**config.mk**
```make
export PLATFORM = sky130hd
export DESIGN_NAME = bls12_381_interrupt_unpack_flat
export DESIGN_NICKNAME = d
export VERILOG_FILES = /design/src/rtl/bls12_381_interrupt_unpack_if.sv /design/src/rtl/bls12_381_interrupt_unpack.sv /design/src/flat_wrapper.sv
export SDC_FILE = /design/constraint.sdc
export NUM_CORES = 2
export LEC_CHECK = 0
export CAP_MARGIN = 10
export CORE_ASPECT_RATIO = 0.75
export CORE_MARGIN = 2
export CORE_UTILIZATION = 47
export CTS_CLUSTER_DIAMETER = 80
export CTS_CLUSTER_SIZE = 40
export DETAILED_ROUTE_END_ITERATION = 8
export PLACE_DENSITY = 0.76
export SLEW_MARGIN = 20
export SYNTH_ARGS = -nofsm -noshare
export SYNTH_HDL_FRONTEND = slang
export SYNTH_SLANG_ARGS = --single-unit
```
**constraint.sdc**
```tcl
create_clock -name clk -period 2 [get_ports clk]
set_input_delay 0.5 -clock clk [delete_from_list [all_inputs] [get_ports clk]]
set_output_delay 0.5 -clock clk [all_outputs]
set_load 0.005 [all_outputs]
```
**src/rtl/bls12_381_interrupt_unpack_if.sv**
```systemverilog
// Stream-in / element-out bundle for the BLS12-381 interrupt reply unpacker.
interface bls12_381_interrupt_unpack_if;
  logic [63:0]  dat;
  logic         val;
  logic         sop;
  logic         eop;
  logic         rdy;
  logic [380:0] elem;
  logic         elem_val;
  logic         elem_rdy;
  logic [2:0]   elem_num;
  logic         elem_last;
  logic [15:0]  index;
  logic [7:0]   dtype;
  logic         err_cmd;
  logic         err_len;
  logic [15:0]  pkt_cnt;

  modport master (
    output dat, val, sop, eop, elem_rdy,
    input  rdy, elem, elem_val, elem_num, elem_last, index, dtype, err_cmd, err_len, pkt_cnt
  );

  modport slave (
    input  dat, val, sop, eop, elem_rdy,
    output rdy, elem, elem_val, elem_num, elem_last, index, dtype, err_cmd, err_len, pkt_cnt
  );
endinterface

```
**src/rtl/bls12_381_interrupt_unpack.sv**
```systemverilog
// Unpacks SEND_INTERRUPT reply packets into 381-bit field elements.
// Optional slot pad-bit check: define BLS12_381_UNPACK_PAD_CHECK_EN.
//
// state   | meaning
// IDLE    | waiting for a beat with sop
// HDR     | collecting header beats, decode after the last one
// PAYLOAD | assembling 6-beat slots into elements
// DRAIN   | dropping beats of a rejected packet until eop
module bls12_381_interrupt_unpack #(
  parameter int          HDR_BEATS = 2,
  parameter int          CMD_LSB   = 0,
  parameter int          INDEX_LSB = 64,
  parameter int          DTYPE_LSB = 80,
  parameter logic [15:0] EXP_CMD   = 16'h0201  // BLS12_381_INTERRUPT_RPL
) (
  input logic clk,
  input logic rst_b,
  bls12_381_interrupt_unpack_if.slave bus
);
  localparam int HW = HDR_BEATS * 64;

  typedef enum logic [1:0] {IDLE, HDR, PAYLOAD, DRAIN} state_t;

  // point_type_t codes
  localparam logic [7:0] DT_SCALAR = 8'd0;
  localparam logic [7:0] DT_FP_AF  = 8'd3;
  localparam logic [7:0] DT_FP_JB  = 8'd4;
  localparam logic [7:0] DT_FP2_AF = 8'd5;
  localparam logic [7:0] DT_FP2_JB = 8'd6;

  function automatic logic [2:0] elem_count(input logic [7:0] t);
    case (t)
      DT_SCALAR: elem_count = 3'd1;
      DT_FP_AF:  elem_count = 3'd2;
      DT_FP_JB:  elem_count = 3'd3;
      DT_FP2_AF: elem_count = 3'd4;
      DT_FP2_JB: elem_count = 3'd6;
      default:   elem_count = 3'd0;
    endcase
  endfunction

  state_t         state, state_nxt;
  logic [3:0]     hdr_cnt, hdr_cnt_nxt;
  logic [2:0]     beat, beat_nxt, slot, slot_nxt, n_elem, n_elem_nxt, n_dec;
  logic [HW-65:0] hdr_q;
  logic [HW-1:0]  hdr_nxt;
  logic [319:0]   asm_q;
  logic [380:0]   elem_q;
  logic           elem_val_q, elem_last_q, elem_ok_q;
  logic [2:0]     elem_num_q;
  logic [15:0]    index_q, pkt_cnt_q;
  logic [7:0]     dtype_q;
  logic           err_cmd_q, err_len_q;
  logic           rdy_c, xfer, hdr_ld, hdr_dec, asm_we, ld_elem, ld_last, ld_ok;
  logic           err_cmd_c, err_len_c, pad_bad;
  logic           unused_hdr_bits;

  assign hdr_nxt         = {bus.dat, hdr_q};
  assign n_dec           = elem_count(hdr_nxt[DTYPE_LSB +: 8]);
  assign ld_last         = (slot == n_elem - 3'd1);
  assign unused_hdr_bits = ^hdr_nxt;

`ifdef BLS12_381_UNPACK_PAD_CHECK_EN
  assign pad_bad = |bus.dat[63:61];
`else
  assign pad_bad = 1'b0;
`endif

  // The 6th beat of a slot may only land once the output register is free or being taken.
  assign rdy_c = rst_b && !(state == PAYLOAD && beat == 3'd5 && elem_val_q && !bus.elem_rdy);
  assign xfer  = bus.val && rdy_c;

  always_comb begin
    state_nxt   = state;
    hdr_cnt_nxt = hdr_cnt;
    beat_nxt    = beat;
    slot_nxt    = slot;
    n_elem_nxt  = n_elem;
    hdr_ld      = 1'b0;
    hdr_dec     = 1'b0;
    asm_we      = 1'b0;
    ld_elem     = 1'b0;
    ld_ok       = 1'b0;
    err_cmd_c   = 1'b0;
    err_len_c   = 1'b0;
    if (xfer) begin
      if (bus.sop) begin
        // sop outside IDLE is a truncated packet; either way this beat starts a new header
        err_len_c = (state != IDLE) || bus.eop;
        hdr_ld    = 1'b1;
        if (bus.eop) begin
          state_nxt = IDLE;
        end else begin
          state_nxt   = HDR;
          hdr_cnt_nxt = 4'd1;
        end
      end else begin
        case (state)
          IDLE: err_len_c = 1'b1;
          HDR: begin
            hdr_ld      = 1'b1;
            hdr_cnt_nxt = hdr_cnt + 4'd1;
            if (bus.eop) begin
              err_len_c = 1'b1;
              state_nxt = IDLE;
            end else if (hdr_cnt + 4'd1 == 4'(HDR_BEATS)) begin
              hdr_dec = 1'b1;
              if (hdr_nxt[CMD_LSB +: 16] != EXP_CMD) begin
                err_cmd_c = 1'b1;
                state_nxt = DRAIN;
              end else if (n_dec == 3'd0) begin
                err_len_c = 1'b1;
                state_nxt = DRAIN;
              end else begin
                state_nxt  = PAYLOAD;
                beat_nxt   = 3'd0;
                slot_nxt   = 3'd0;
                n_elem_nxt = n_dec;
              end
            end
          end
          PAYLOAD: begin
            if (beat != 3'd5) begin
              asm_we   = 1'b1;
              beat_nxt = beat + 3'd1;
              if (bus.eop) begin
                err_len_c = 1'b1;
                state_nxt = IDLE;
              end
            end else if (pad_bad) begin
              err_len_c = 1'b1;
              state_nxt = bus.eop ? IDLE : DRAIN;
            end else begin
              ld_elem = 1'b1;
              ld_ok   = ld_last && bus.eop;
              if (ld_last) begin
                err_len_c = !bus.eop;
                state_nxt = bus.eop ? IDLE : DRAIN;
              end else if (bus.eop) begin
                err_len_c = 1'b1;
                state_nxt = IDLE;
              end else begin
                beat_nxt = 3'd0;
                slot_nxt = slot + 3'd1;
              end
            end
          end
          DRAIN: if (bus.eop) state_nxt = IDLE;
          default: state_nxt = IDLE;
        endcase
      end
    end
  end

  always_ff @(posedge clk) begin
    if (!rst_b) begin
      state       <= IDLE;
      hdr_cnt     <= '0;
      beat        <= '0;
      slot        <= '0;
      n_elem      <= '0;
      hdr_q       <= '0;
      asm_q       <= '0;
      elem_q      <= '0;
      elem_val_q  <= 1'b0;
      elem_num_q  <= '0;
      elem_last_q <= 1'b0;
      elem_ok_q   <= 1'b0;
      index_q     <= '0;
      dtype_q     <= '0;
      err_cmd_q   <= 1'b0;
      err_len_q   <= 1'b0;
      pkt_cnt_q   <= '0;
    end else begin
      state     <= state_nxt;
      hdr_cnt   <= hdr_cnt_nxt;
      beat      <= beat_nxt;
      slot      <= slot_nxt;
      n_elem    <= n_elem_nxt;
      err_cmd_q <= err_cmd_c;
      err_len_q <= err_len_c;
      if (hdr_ld) hdr_q <= hdr_nxt[HW-1:64];
      if (hdr_dec) begin
        index_q <= hdr_nxt[INDEX_LSB +: 16];
        dtype_q <= hdr_nxt[DTYPE_LSB +: 8];
      end
      if (asm_we) begin
        for (int k = 0; k < 5; k++) begin
          if (beat == 3'(k)) asm_q[k*64 +: 64] <= bus.dat;
        end
      end
      if (ld_elem) begin
        elem_q      <= {bus.dat[60:0], asm_q};
        elem_val_q  <= 1'b1;
        elem_num_q  <= slot;
        elem_last_q <= ld_last;
        elem_ok_q   <= ld_ok;
      end else if (bus.elem_rdy) begin
        elem_val_q <= 1'b0;
      end
      // only a last element from an error-free packet counts
      if (elem_val_q && bus.elem_rdy && elem_last_q && elem_ok_q) pkt_cnt_q <= pkt_cnt_q + 16'd1;
    end
  end

  assign bus.rdy       = rdy_c;
  assign bus.elem      = elem_q;
  assign bus.elem_val  = elem_val_q;
  assign bus.elem_num  = elem_num_q;
  assign bus.elem_last = elem_last_q;
  assign bus.index     = index_q;
  assign bus.dtype     = dtype_q;
  assign bus.err_cmd   = err_cmd_q;
  assign bus.err_len   = err_len_q;
  assign bus.pkt_cnt   = pkt_cnt_q;
endmodule

```
**src/flat_wrapper.sv**
```systemverilog
// flat-port wrapper written by rule: the top's interface ports become plain ports
module bls12_381_interrupt_unpack_flat 
#(
  parameter int          HDR_BEATS = 2,
  parameter int          CMD_LSB   = 0,
  parameter int          INDEX_LSB = 64,
  parameter int          DTYPE_LSB = 80,
  parameter logic [15:0] EXP_CMD   = 16'h0201                            
)
  (clk, rst_b, bus_dat, bus_val, bus_sop, bus_eop, bus_elem_rdy, bus_rdy, bus_elem, bus_elem_val, bus_elem_num, bus_elem_last, bus_index, bus_dtype, bus_err_cmd, bus_err_len, bus_pkt_cnt);
  bls12_381_interrupt_unpack_if bus_i ();
  input logic clk;
  input logic rst_b;
  input wire logic [$bits(bus_i.dat)-1:0] bus_dat;
  input wire logic [$bits(bus_i.val)-1:0] bus_val;
  input wire logic [$bits(bus_i.sop)-1:0] bus_sop;
  input wire logic [$bits(bus_i.eop)-1:0] bus_eop;
  input wire logic [$bits(bus_i.elem_rdy)-1:0] bus_elem_rdy;
  output wire logic [$bits(bus_i.rdy)-1:0] bus_rdy;
  output wire logic [$bits(bus_i.elem)-1:0] bus_elem;
  output wire logic [$bits(bus_i.elem_val)-1:0] bus_elem_val;
  output wire logic [$bits(bus_i.elem_num)-1:0] bus_elem_num;
  output wire logic [$bits(bus_i.elem_last)-1:0] bus_elem_last;
  output wire logic [$bits(bus_i.index)-1:0] bus_index;
  output wire logic [$bits(bus_i.dtype)-1:0] bus_dtype;
  output wire logic [$bits(bus_i.err_cmd)-1:0] bus_err_cmd;
  output wire logic [$bits(bus_i.err_len)-1:0] bus_err_len;
  output wire logic [$bits(bus_i.pkt_cnt)-1:0] bus_pkt_cnt;
  assign bus_i.dat = bus_dat;
  assign bus_i.val = bus_val;
  assign bus_i.sop = bus_sop;
  assign bus_i.eop = bus_eop;
  assign bus_i.elem_rdy = bus_elem_rdy;
  assign bus_rdy = bus_i.rdy;
  assign bus_elem = bus_i.elem;
  assign bus_elem_val = bus_i.elem_val;
  assign bus_elem_num = bus_i.elem_num;
  assign bus_elem_last = bus_i.elem_last;
  assign bus_index = bus_i.index;
  assign bus_dtype = bus_i.dtype;
  assign bus_err_cmd = bus_i.err_cmd;
  assign bus_err_len = bus_i.err_len;
  assign bus_pkt_cnt = bus_i.pkt_cnt;
  bls12_381_interrupt_unpack #(.HDR_BEATS(HDR_BEATS), .CMD_LSB(CMD_LSB), .INDEX_LSB(INDEX_LSB), .DTYPE_LSB(DTYPE_LSB), .EXP_CMD(EXP_CMD)) u_core (.clk(clk), .rst_b(rst_b), .bus(bus_i));
endmodule
```
==> summary.md <==
| Metric | Value |
|---|---|
| Finish-stage setup viols | 565 |
| Largest family of logic cells by synthesized area | simple AND/OR/NAND/NOR gates |
| Detail Route Antenna Nets | 0 |
| Uppermost layer routed | met4 |
| Most common cell after layout, fill and taps aside | nand2_1 |
| CP arrival | 2750 ps |
| Outcome | finished, violations left |
| WL final | 99600 um |
| Top FF cell, synth | dfxtp_1 |
| Pwr Density | 623 mW/mm2 |
| Die X-Extent | 284 um |
| CP most frequent cell | buf_6 |
| Clk slew on worst S/H paths | 140 ps |
| Syn avg cell area | 7.93 um2 |
| Max Slew Vio Count | 0 |
| Final Hold Fails | 0 |
| WL/cell | 20.5 um |
| Hold_buf cts | 0 |
| Max Root-Sink Buffers | 3 |
| Final Hold Slack | 416 ps |
| Port bufs | 498 |
| Synth warnings | 0 |
| Bufs and invs on worst path | 7 |
| Sequential area share after synthesis | 56.6% |
| Slowest stage delay, CP | 350 ps |
| Global-route wire length before repair | 135000 um |
| Skew final | 49.0 ps |
| Clock root buffer | clkbuf_16 |
| DPL Wire Length | 55400 um |
| Yosys top cell area share | 56.6% |
| Critical Path Fanout Max | 7 |
| Post-synth EDFFs | 0 |
| IO Count | 499 |
| CTS tree | yes |
| Post-synthesis compound-gate area fraction | 14.3% |
| Non-Filler Instances | 4853 |
| DR iter-0 viols | 3121 |
| Largest net degree at the start of global routing | 81 |
| Commonest cells after routing, fill and taps aside | 1284 x nand2_1, 568 x a21oi_1, 558 x dfxtp_1, 352 x dlygate4sd2_1, 218 x dfxtp_2 |
| P_leak | 15.3 nW |
| Worst slew margin | 53.5% |
| Die footprint | 0.0607 mm2 |
| Routability cong. | 0.842 |
| Area growth syn-to-layout | 45.2% |
| Vias per std cell | 5.56 |
| Worst path required time | 2570 ps |
| Synth Net Count | 3563 |
| Share of cells above drive strength 1 | 24.6% |
| Starting Density | 47.8% |
| Inserted Clock Buffers | 28 |
| WL met3 | 8780 um |
| Total vias in the final route | 27.0k |
| Tmin final | 2180 ps |
| Worst VDD drop | 0.583 mV |
| XOR/XNOR share of the synthesized area | 0.594% |
| CTS Sinks | 780 |
| # rows | 76 |
| Core area | 0.0577 mm2 |
| DRT met1 WL | 40500 um |
| RSZ-0062 raised after global routing | yes |
| Post-Synth Adder-Cell Area | 0.499% |
| Initial antenna violation count | 1 |
| Post-Synth Simple-Gate Area | 22.6% |
| Startpoint types | flip-flop |
| Area leader, netlist | dfxtp_1 |
| Cell family with most CP delay | buffers and inverters |
| Drt pass-1 iters | 8 |
| Die height | 214 um |
| Placed cell count | 4658 |
| CP max-delay cell | dfxtp_2 |
| Overflow after GRT | 0 |
| Cell variety after synth | 56 |
| Synthesized flop and latch total | 780 |
| GRT Total Usage | 27.8% |
| Critical path capture point type | flip-flop |
| Mapped Cells | 3482 |
| Multiplexer share of the synthesized area | 0.852% |
| DRC errors left | 0 |
| Crit Path Class | flip-flop to flip-flop |
| Failing checks | setup timing |
| Main area contributors after synthesis | dfxtp_1 57%, nand2_1 20%, a21oi_1 14% |
| Fillers | 4268 |
| Max_cap viols | 0 |
| Worst-path cell chain | inv_2 > ha_4 > and4b_2 > buf_6 > a21oi_4 > buf_6 > buf_6 > nand2_8 > buf_12 > buf_12 > clkbuf_16 > nand2_4 > a21oi_2 |
| # nets final | 4134 |
| Metal2 WL | 47400 um |
| HP Class | flip-flop to flip-flop |
| Vias in the first global route | 23.7k |
| H-tree depth | 1 |
| Worst setup margin | -181 ps |
| Mapped Area | 0.0276 mm2 |
| Final critical-path share of the clock period | 109% |
| Max frequency | 459 MHz |
| Worst Tran Pin Value | 695 ps |
| Post-synth ARST share | 0% |
| Clock Latency Late Sink | 650 ps |
## stage by stage
| stage | TNS (ps) | util (%) | worst slack, ps | instance area [um2] | power (mW) |
|---|---|---|---|---|---|
| after global routing | -90740 | 69.4 | -264 | 40100 | 25.5 |
| after floorplan | -283 | - | -89.3 | 27700 | 16.3 |
| final | -49130 | 69.4 | -181 | 40100 | 25.0 |
| after CTS | -44200 | 64.0 | -186 | 37000 | 24.9 |
| after detailed placement | -336060 | 59.8 | -625 | 34500 | 16.8 |
| after global placement | -318940 | 59.8 | -603 | 34500 | 16.8 |
## cell usage after synthesis, types with 3 or more instances
cell type  number
buf_6           3
and3_1          5
o21ai_0        11
ha_1           11
nand3_1        11
nand2b_1        3
nand4_1         4
clkbuf_1      147
or4_1           3
buf_2         113
a21oi_1       746
mux2i_1        22
nand2_1      1487
nor2_1         43
or3_1           7
nor3_1          5
xnor2_1         6
buf_4           9
dfxtp_1       780
xor2_1         10
and2_1          3
inv_1          10
## metal layers
layer,track usage [%],vias up
li1,-,12355
met1,38.8,12982
met2,46.3,1399
met3,3.74,240
met4,6.02,0
met5,0,-
## sequential cells by signal (all words and copies together) (netlist names)
signal	flops
u_core.asm_q	320
u_core.beat	3
u_core.bus.dtype	8
u_core.bus.elem	381
u_core.bus.elem_last	1
u_core.bus.elem_num	3
u_core.bus.elem_val	1
u_core.bus.err_cmd	1
u_core.bus.err_len	1
u_core.bus.index	16
u_core.bus.pkt_cnt	16
u_core.elem_ok_q	1
u_core.hdr_cnt	4
u_core.hdr_q	16
u_core.n_elem	3
u_core.slot	3
u_core.state	2
## cell type report
cell class	instances	area (um2)	area share (%)
sequential	780	15900	39.7
multi-input combinational	2419	12800	32.0
timing repair buffer	813	9310	23.2
tap	780	976	2.44
clock buffer	31	733	1.83
clock inverter	18	272	0.677
inverter	11	48.8	0.122
antenna	1	2.50	0.00624
## tightest hold or removal path, delay by kind of cell, from the launching register on
kind,cells,cell delay (ps)
flops,1,330
simple gates,1,60
compound gates,1,50
## kinds of logic (layout without fill, tap and decap cells)
kind of cell	count (synthesis)	in the layout
AO/OA/AOI/OAI	773	773
XOR/XNOR	17	17
adder cells (fa/ha/maj)	11	11
buffers and inverters	283	873
flip-flops	780	780
multiplexers	23	23
other	0	1
AND/OR/NAND/NOR	1595	1595
## worst paths after layout
path / from / end / slack, ps / depth (start not counted)
worst min-delay path: u_core.asm_q[75] / u_core.bus.elem[75] / 420 / 2
worst max-delay path: u_core.state[0] / u_core.bus.elem[360] / -180 / 13
worst max register to register: u_core.state[0] / u_core.bus.elem[360] / -180 / 13
worst min register to register: u_core.asm_q[75] / u_core.bus.elem[75] / 420 / 2
## report_power, final
group / switching, mW / internal, mW
clock: 5.33 / 3.05
combinational: 0.668 / 0.337
sequential: 0.0208 / 15.6
total: 6.02 / 18.9
## what timing repair did
| item | CTS | global route |
|---|---|---|
| setup endpoints to repair | 807 | 670 |
| hold endpoints to repair | 0 | 0 |
| cloned | 26 | 47 |
| pin swaps | 8 | 311 |
| resized for setup | 656 | 583 |
| buffers inserted | 64 | 23 |
Note: power is estimated with default switching activity, not from simulation.
